==> src/rtl/mux_nto1_rr_pkg.sv <==
// Shared constants and helpers for the N-to-1 mux family.
// Mode and state encodings are kept as plain constants so legacy users can still compare against them.
package mux_pkg;

    localparam logic MODE_MANUAL = 1'b0;
    localparam logic MODE_RR     = 1'b1;

    localparam logic [0:0] ST_EMPTY = 1'b0;
    localparam logic [0:0] ST_FULL  = 1'b1;

    // Index width for n items; a single-item index still gets one bit.
    function automatic int unsigned idx_width(input int unsigned n);
        return (n < 2) ? 1 : $clog2(n);
    endfunction

endpackage

==> src/rtl/mux_nto1_rr_if.sv <==
// Producer/consumer bundle for mux_nto1_rr.
// The mux is the slave side; the master side drives the channels and consumes the output.
interface mux_nto1_rr_if #(
    parameter int unsigned WIDTH = 8,
    parameter int unsigned NCH   = 4
);
    import mux_pkg::*;

    localparam int unsigned SELW = idx_width(NCH);

    logic [NCH*WIDTH-1:0] in_data;
    logic [NCH-1:0]       in_valid;
    logic                 mode;
    logic [SELW-1:0]      sel;
    logic [NCH-1:0]       in_ack;
    logic [WIDTH-1:0]     out_data;
    logic [SELW-1:0]      out_ch;
    logic                 out_valid;
    logic                 out_ready;

    modport slave (
        input  in_data, in_valid, mode, sel, out_ready,
        output in_ack, out_data, out_ch, out_valid
    );

    modport master (
        output in_data, in_valid, mode, sel, out_ready,
        input  in_ack, out_data, out_ch, out_valid
    );

endinterface

==> src/rtl/mux_nto1_rr_rr_pick.sv <==
// Combinational round-robin picker: first requesting index at or after ptr, wrapping modulo NCH.
// ptr is assumed to be below NCH.
module rr_pick #(
    parameter int unsigned NCH  = 4,
    parameter int unsigned SELW = 2
) (
    input  logic [NCH-1:0]  valid,
    input  logic [SELW-1:0] ptr,
    output logic [SELW-1:0] grant,
    output logic            grant_ok
);

    logic            found;
    logic [SELW-1:0] idx_w;

    always_comb begin
        int unsigned idx;
        grant = '0;
        found = 1'b0;
        idx   = 0;
        idx_w = '0;
        for (int unsigned k = 0; k < NCH; k++) begin
            idx = 32'(ptr) + k;
            if (idx >= NCH) begin
                idx = idx - NCH;
            end
            idx_w = SELW'(idx);
            if (!found && valid[idx_w]) begin
                found = 1'b1;
                grant = idx_w;
            end
        end
        grant_ok = |valid;
    end

endmodule

==> src/rtl/mux_nto1_rr.sv <==
// N-to-1 registered mux with manual or round-robin selection and a valid/ready output stage.
// A capture and a consume can share one edge, so a steady out_ready gives one word per clock.
module mux_nto1_rr
    import mux_pkg::*;
#(
    parameter int unsigned WIDTH = 8,
    parameter int unsigned NCH   = 4
) (
    input  logic          clk,
    input  logic          rst_n,
    mux_nto1_rr_if.slave  bus
);

    localparam int unsigned SELW = idx_width(NCH);

    logic [0:0]       state_q, state_d;
    logic [WIDTH-1:0] out_data_q, out_data_d;
    logic [SELW-1:0]  out_ch_q, out_ch_d;
    logic [SELW-1:0]  rr_ptr_q, rr_ptr_d;

    logic [SELW-1:0]  rr_grant;
    logic             rr_ok;
    logic [SELW-1:0]  grant;
    logic             grant_ok;
    logic             sel_in_range;
    logic             load;
    logic             capture;
    logic [WIDTH-1:0] grant_data;

    rr_pick #(
        .NCH  (NCH),
        .SELW (SELW)
    ) u_rr_pick (
        .valid    (bus.in_valid),
        .ptr      (rr_ptr_q),
        .grant    (rr_grant),
        .grant_ok (rr_ok)
    );

    // Out-of-range sel only exists when NCH is not a power of two.
    assign sel_in_range = ({1'b0, bus.sel} < (SELW+1)'(NCH));

    always_comb begin
        if (bus.mode == MODE_RR) begin
            grant    = rr_grant;
            grant_ok = rr_ok;
        end else begin
            grant    = bus.sel;
            grant_ok = sel_in_range && bus.in_valid[bus.sel];
        end

        load    = (state_q == ST_EMPTY) || bus.out_ready;
        capture = load && grant_ok;

        grant_data = '0;
        for (int unsigned i = 0; i < NCH; i++) begin
            if (grant == SELW'(i)) begin
                grant_data = bus.in_data[i*WIDTH +: WIDTH];
            end
        end

        bus.in_ack = '0;
        if (capture && rst_n) begin
            bus.in_ack[grant] = 1'b1;
        end

        state_d    = state_q;
        out_data_d = out_data_q;
        out_ch_d   = out_ch_q;
        rr_ptr_d   = rr_ptr_q;
        if (load) begin
            state_d = capture ? ST_FULL : ST_EMPTY;
        end
        if (capture) begin
            out_data_d = grant_data;
            out_ch_d   = grant;
            if (bus.mode == MODE_RR) begin
                rr_ptr_d = (grant == SELW'(NCH-1)) ? '0 : grant + 1'b1;
            end
        end
    end

    always_ff @(posedge clk or negedge rst_n) begin
        if (!rst_n) begin
            state_q    <= ST_EMPTY;
            out_data_q <= '0;
            out_ch_q   <= '0;
            rr_ptr_q   <= '0;
        end else begin
            state_q    <= state_d;
            out_data_q <= out_data_d;
            out_ch_q   <= out_ch_d;
            rr_ptr_q   <= rr_ptr_d;
        end
    end

    assign bus.out_data  = out_data_q;
    assign bus.out_ch    = out_ch_q;
    assign bus.out_valid = (state_q == ST_FULL);

endmodule

==> src/flat_wrapper.sv <==
// flat-port wrapper written by rule: the top's interface ports become plain ports
module mux_nto1_rr_flat import mux_pkg::*;
#(
    parameter int unsigned WIDTH = 8,
    parameter int unsigned NCH   = 4
)
  (clk, rst_n, bus_in_data, bus_in_valid, bus_mode, bus_sel, bus_out_ready, bus_in_ack, bus_out_data, bus_out_ch, bus_out_valid);
  mux_nto1_rr_if #(.WIDTH(WIDTH), .NCH(NCH)) bus_i ();
  input  logic clk;
  input  logic rst_n;
  input wire logic [$bits(bus_i.in_data)-1:0] bus_in_data;
  input wire logic [$bits(bus_i.in_valid)-1:0] bus_in_valid;
  input wire logic [$bits(bus_i.mode)-1:0] bus_mode;
  input wire logic [$bits(bus_i.sel)-1:0] bus_sel;
  input wire logic [$bits(bus_i.out_ready)-1:0] bus_out_ready;
  output wire logic [$bits(bus_i.in_ack)-1:0] bus_in_ack;
  output wire logic [$bits(bus_i.out_data)-1:0] bus_out_data;
  output wire logic [$bits(bus_i.out_ch)-1:0] bus_out_ch;
  output wire logic [$bits(bus_i.out_valid)-1:0] bus_out_valid;
  assign bus_i.in_data = bus_in_data;
  assign bus_i.in_valid = bus_in_valid;
  assign bus_i.mode = bus_mode;
  assign bus_i.sel = bus_sel;
  assign bus_i.out_ready = bus_out_ready;
  assign bus_in_ack = bus_i.in_ack;
  assign bus_out_data = bus_i.out_data;
  assign bus_out_ch = bus_i.out_ch;
  assign bus_out_valid = bus_i.out_valid;
  mux_nto1_rr #(.WIDTH(WIDTH), .NCH(NCH)) u_core (.clk(clk), .rst_n(rst_n), .bus(bus_i));
endmodule
==> config.mk <==
export PLATFORM = sky130hd
export DESIGN_NAME = mux_nto1_rr_flat
export DESIGN_NICKNAME = d
export VERILOG_FILES = /design/src/rtl/mux_nto1_rr_pkg.sv /design/src/rtl/mux_nto1_rr_if.sv /design/src/rtl/mux_nto1_rr_rr_pick.sv /design/src/rtl/mux_nto1_rr.sv /design/src/flat_wrapper.sv
export SDC_FILE = /design/constraint.sdc
export NUM_CORES = 1
export LEC_CHECK = 0
export ABC_CLOCK_PERIOD_IN_PS = 2800
export BUFFER_PORTS_ARGS = -buffer_cell sky130_fd_sc_hd__buf_2
export CORE_ASPECT_RATIO = 0.5
export CORE_MARGIN = 4
export CORE_UTILIZATION = 35
export DETAILED_ROUTE_END_ITERATION = 7
export PLACE_DENSITY = 0.63
export SETUP_SLACK_MARGIN = 0.15
export SLEW_MARGIN = 5
export SYNTH_ARGS = -nofsm -noshare
export SYNTH_HDL_FRONTEND = slang
export SYNTH_HIERARCHICAL = 1
export SYNTH_SLANG_ARGS = --single-unit
export TNS_END_PERCENT = 5
==> constraint.sdc <==
create_clock -name clk -period 2.8 [get_ports clk]
set_input_delay 0.14 -clock clk [delete_from_list [all_inputs] [get_ports clk]]
set_output_delay 0.14 -clock clk [all_outputs]
set_load 0.01 [all_outputs]
## Word level (Yosys, flattened, before mapping)

Index checks and enable logic that the tools add are counted.

| cells by class | value |
|---|---|
| $lt $le $gt $ge | 11 |
| divide/modulo/power cells | 0 |
| mux-type cells | 32 |
| bitwise gates (word level) | 1 |
| shift-type cells | 0 |
| multiply operators | 0 |
| equality and inequality tests | 3 |
| add/sub/neg operators | 8 |
| reductions and logical operators | 13 |

Operators by type and width:

| kind | count |
|---|---|
| 8-bit 2-to-1 mux | 4 |
| 2-bit 2-to-1 mux | 10 |
| 2-bit by 3-bit less-than comparator with 1-bit output (second input constant) | 6 |
| 1-bit 2-to-1 mux | 11 |
| 1-bit binary-select mux with 2-bit select | 5 |
| 3-bit greater-or-equal comparator (second input constant) | 3 |
| 2-bit by 1-bit subtractor with 2-bit output (second input constant) | 4 |
| 2-bit by 2-bit adder with 3-bit output (second input constant) | 2 |
| 1-bit logical AND | 6 |
| 2-bit == test (second input constant) | 2 |
| 4-bit 2-to-1 mux | 1 |
| 4-bit OR reduction | 1 |
| 2-bit by 1-bit adder with 3-bit output (second input constant) | 1 |
| 2-bit by 3-bit greater-or-equal comparator with 1-bit output (second input constant) | 1 |
| 1-bit zero test | 3 |
| 2-bit by 1-bit adder with 2-bit output (second input constant) | 1 |
| 1-bit demux with 2-bit select | 1 |
| 2-bit by 1-bit == test with 1-bit output (second input constant) | 1 |
| 2-bit by 1-bit greater-or-equal comparator with 1-bit output (second input constant) | 1 |
| 2-bit zero test | 1 |
| 2-bit AND reduction | 1 |
| 1-bit logical OR | 1 |
| 1-bit inverter | 1 |

| storage, ports and cells | value |
|---|---|
| input port bits | 42 |
| bits in registers | 13 |
| latch bits | 0 |
| memories | 0 |
| memory bits (writable) | 0 |
| output and inout bits | 15 |
| bits in read-only memories | 0 |

## Depth between registers and ports, before layout

| logic depth | value |
|---|---|
| depth in word-level cells | 20 |
| mapped depth | 11 |
| depth with buffers taken out | 10 |

## Cells and area by module

Netlist, hierarchy kept.

By module, submodules not included:

| module | times used | cells each | sequential area each (sq um) | area an instance (sq um) |
|---|---|---|---|---|
| mux_nto1_rr | 1 | 92 | 325.3 | 932.1 |
| rr_pick | 1 | 15 | 0.0 | 77.6 |

## Least setup slack after synthesis

OpenSTA, ideal clock, no wires.

| path | value |
|---|---|
| kind | register to register |
| start | register u_core.rr_ptr_q[0] |
| end | register u_core.out_data_q[0], in the netlist u_core/bus.out_data[0] |
| path slack | 0.454 ns |
| cell stages (with the launch flop) | 12 |
| required time | 2.672 ns |
| path buffers | 2 |
| arrival time | 2.218 ns |
| library setup time | 0.128 ns |
| cells stage by stage | dfrtp_1 > inv_2 > a221o_1 > a21oi_1 > mux2_2 > inv_1 > ha_1 > clkbuf_1 > clkbuf_1 > a221oi_1 > o31ai_1 > mux2_1 |

| on the way | value |
|---|---|
| longest elaborated chain between the ends | 20 |
| elaborated cells between the ends (all ways) | 45 |

Ends and longest elaborated chain:

| item | line | text |
|---|---|---|
| from (decl) | mux_nto1_rr.sv:19 | `logic [SELW-1:0] rr_ptr_q, rr_ptr_d;` |
| from (signal assigned) | mux_nto1_rr.sv:93 | `rr_ptr_q <= rr_ptr_d;` |
| branches (longest 13 deep; another with 2-bit by 1-bit adder with 3-bit output) | n/a |  |
| 2-bit 2-to-1 mux * | mux_nto1_rr_rr_pick.sv:28 | `if (!found && valid[idx_w]) begin` |
| net u_core.rr_grant[0] | mux_nto1_rr.sv:21 | `logic [SELW-1:0] rr_grant;` |
| 2-bit 2-to-1 mux * | mux_nto1_rr.sv:44 | `if (bus.mode == MODE_RR) begin` |
| net u_core.grant[0] | mux_nto1_rr.sv:23 | `logic [SELW-1:0] grant;` |
| 2-bit zero test | mux_nto1_rr.sv:57 | `if (grant == SELW'(i)) begin` |
| 8-bit 2-to-1 mux (3 in series) | mux_nto1_rr.sv:57 |  |
| 8-bit 2-to-1 mux * | mux_nto1_rr.sv:57 |  |
| to (signal assigned) | mux_nto1_rr.sv:91 | `out_data_q <= out_data_d;` |
| to (decl) | mux_nto1_rr.sv:17 | `logic [WIDTH-1:0] out_data_q, out_data_d;` |

Mark *: on every way through the listed nets, which the timed path passes. The select of a mux whose other input is x is not followed.
A chain may end at the register's enable or synchronous reset.

## Final worst setup path

Same ends and word-level chain as after synthesis.

==> qor.txt <==
Status -> finished clean
Final setup viols -> 0
Worst r2r dst -> u_core/bus.out_data[0]
Ratio of cells with drive above 1 in the final layout -> 0.466
Seq/Total Area, Yosys -> 0.322
Gp weighted congestion -> 0.737
CP Capture Type -> flop
Syn Inst Count -> 107
Initial antenna violation count -> 0
Core Region -> 2670 µm²
Synth Register Bits -> 13
Final net count -> 210
M1 GR Usage -> 0.178
CTS tree -> yes
R2r startpoint -> u_core/rr_ptr_q[0]
Worst hold path type -> in2reg
Area of the mapped netlist -> 1010 µm²
Internal power -> 635 µW
Worst-path clk slew -> 0.05 ns
Root Buffer Master -> clkbuf_8
Clk Latency, worst-skew pair -> 0.24 ns
Synth Net Count -> 153
EDFF count, synth -> 0
Post-DP HPWL -> 2040 µm
DR pass1 iterations -> 4
Diodes inserted -> 0
Routed vias/inst -> 4.88
PD cells -> 720 nW/µm²
Switching power -> 360 µW
Drt drc -> 0
Sequential share of power -> 0.319
Layout area overhead -> 36.8%
GR Util met2 -> 0.250
Hold_sp -> bus_in_data[24]
Bufs on Longest Clock Path -> 2
Asr flop ratio synth -> 1.00
GRT Total Usage -> 0.140
Worst setup path startpoint -> u_core/rr_ptr_q[0]
Die area -> 3860 µm²
Sink Count -> 13
Setup TNS -> 0 ns
Critical path class -> reg2reg
Setup Skew -> 0.00598 ns
Critical Path AT -> 2.62 ns
Startpoint types -> flop
Fmax -> 401 MHz
Layout Utilization -> 0.518
Num rows -> 13
Fin crit share -> 0.892
Max-cap violations -> 0
H-tree depth -> 1
Worst slew pin tran -> 0.774 ns
Die X -> 84.0 µm
Clock power share -> 0.167
Vias -> 976
Largest net degree at the start of global routing -> 19
Grt ovf -> 0
PortBufs -> 56
Combinational share of power -> 0.514
Antenna viol nets, final -> 0
Flop2flop setup slack -> 0.30 ns
Crit path to -> u_core/bus.out_data[0]
Top Ports -> 57
Dominant synthesized flop cell -> dfrtp_1
Routed WL -> 2620 µm
Vias in the first global route -> 936
Relative max-transition margin -> 0.483
Netlist cell types -> 28
WL/cell -> 13.1 µm
GRT met3 Usage -> 0.0307
RSZ-0062 raised after global routing -> true
Max VDD drop -> 0.352 mV
Net Sw Frac -> 0.362
Min cycle time layout -> 2.50 ns
Endpoints failing hold -> 0
Leakage -> 0.000726 µW
Slew Limit Fails -> 0
Die Ht -> 46.0 µm
CTS Buf Count -> 3
First-pass GRT wire length -> 4270 µm
Syn_area_per_cell -> 9.44 µm²
Req. time, crit path -> 2.92 ns
Max FO, Critical Path -> 6
Initial detailed-routing violation count -> 29
R2R depth -> 10
FILL cells -> 283
Synth warn -> 6
GRT Max-Usage Layer -> met2
Starting Density -> 0.379
==> cells in the final DEF (no fill, tap or decap), types with 2 or more instances in the layout <==
master	n
a221oi_1	2
a22o_1	4
mux2_4	6
a221oi_2	2
dfrtp_1	13
mux2_1	4
mux2_2	3
o31ai_1	4
clkbuf_8	3
buf_2	56
nor2b_1	5
nand2_1	9
a21oi_1	12
inv_1	10
and3_1	4
nor2_1	2
o21ai_0	6
ha_1	4
==> final cells by class <==
type                       instances  area [µm²]  area share
multi-input combinational         77         626       0.453
inverter                          11        41.3      0.0299
sequential                        13         325       0.236
clock buffer                       4        45.0      0.0326
timing repair buffer              58         298       0.216
tap                               37        46.3      0.0335
==> power groups by stage <==
stage	registers (µW)	logic (µW)	clock network (µW)
after floorplan	347	309	0
after global placement	318	500	0
after detailed placement	318	506	0
after CTS	317	508	174
after global routing	328	574	184
final	317	511	167
==> routing by layer <==
metal | wire length, µm | share of wire
met5 | 0 | 0
met4 | 14 | 0.0053
met3 | 124 | 0.047
met2 | 1230 | 0.47
met1 | 1250 | 0.48
==> logic make-up after synthesis <==
family                   count (synthesis)  share of synthesized area
AO/OA/AOI/OAI                           33                      0.216
adder cells (fa/ha/maj)                  4                     0.0496
buffers and inverters                   17                     0.0706
flip-flops                              13                      0.322
multiplexers                            15                      0.212
AND/OR/NAND/NOR                         25                      0.130
==> synth_stat cells (all sizes together) (3+ instances only) <==
master,count,area share
ha,4,0.050
o31ai,4,0.030
mux2,13,0.17
clkbuf,5,0.019
o21ai,6,0.030
inv,11,0.041
a22o,4,0.035
a21oi,12,0.059
nand2,9,0.033
nor2,3,0.014
dfrtp,13,0.32
a221oi,4,0.035
nor2b,5,0.031
and3,4,0.025
==> worst min path at each step <==
stage	to	slack, ns	cells past startpoint
detailed placement	u_core/bus.out_data[5]	0.07	1
floorplan	u_core/bus.out_ch[0]	-0.16	0
global placement	u_core/bus.out_data[5]	0.07	1
CTS	u_core/bus.out_data[0]	0.22	4
finish	u_core/bus.out_data[0]	0.22	4
global route	u_core/bus.out_data[1]	0.25	4
==> stage by stage <==
stage	hold slack, ns	setup slack (ns)	instances	total power, µW	area (µm²)
after global placement	0.0693	0.337	195	818	1310
after CTS	0.223	0.266	200	1000	1370
after global routing	0.253	0.130	200	1090	1380
after floorplan	-0.156	0.454	107	656	1010
final	0.222	0.304	200	995	1380
after detailed placement	0.0708	0.271	195	823	1310
==> sequential cells by signal, indices dropped and copies added (netlist names) <==
name                  count
u_core/bus.out_valid      1
u_core/bus.out_ch         2
u_core/rr_ptr_q           2
u_core/bus.out_data       8
==> critical path, stage by stage (launching register included) <==
cell,delay (ns)
dfrtp_1,0.39
inv_2,0.05
a221o_1,0.31
a21oi_1,0.18
mux2_2,0.22
inv_1,0.07
ha_1,0.27
nor2b_1,0.22
a221oi_2,0.27
o31ai_1,0.10
mux2_1,0.31
==> timing repair <==
| item | 4_1_cts | 5_1_grt |
|---|---|---|
| resized for setup | 0 | 2 |
| setup endpoints to repair | 0 | 3 |
| hold endpoints to repair | 13 | 0 |
| hold buffers | 1 | 0 |
| setup buffers | 0 | 0 |
No activity file was read; power rests on OpenSTA's default activity.
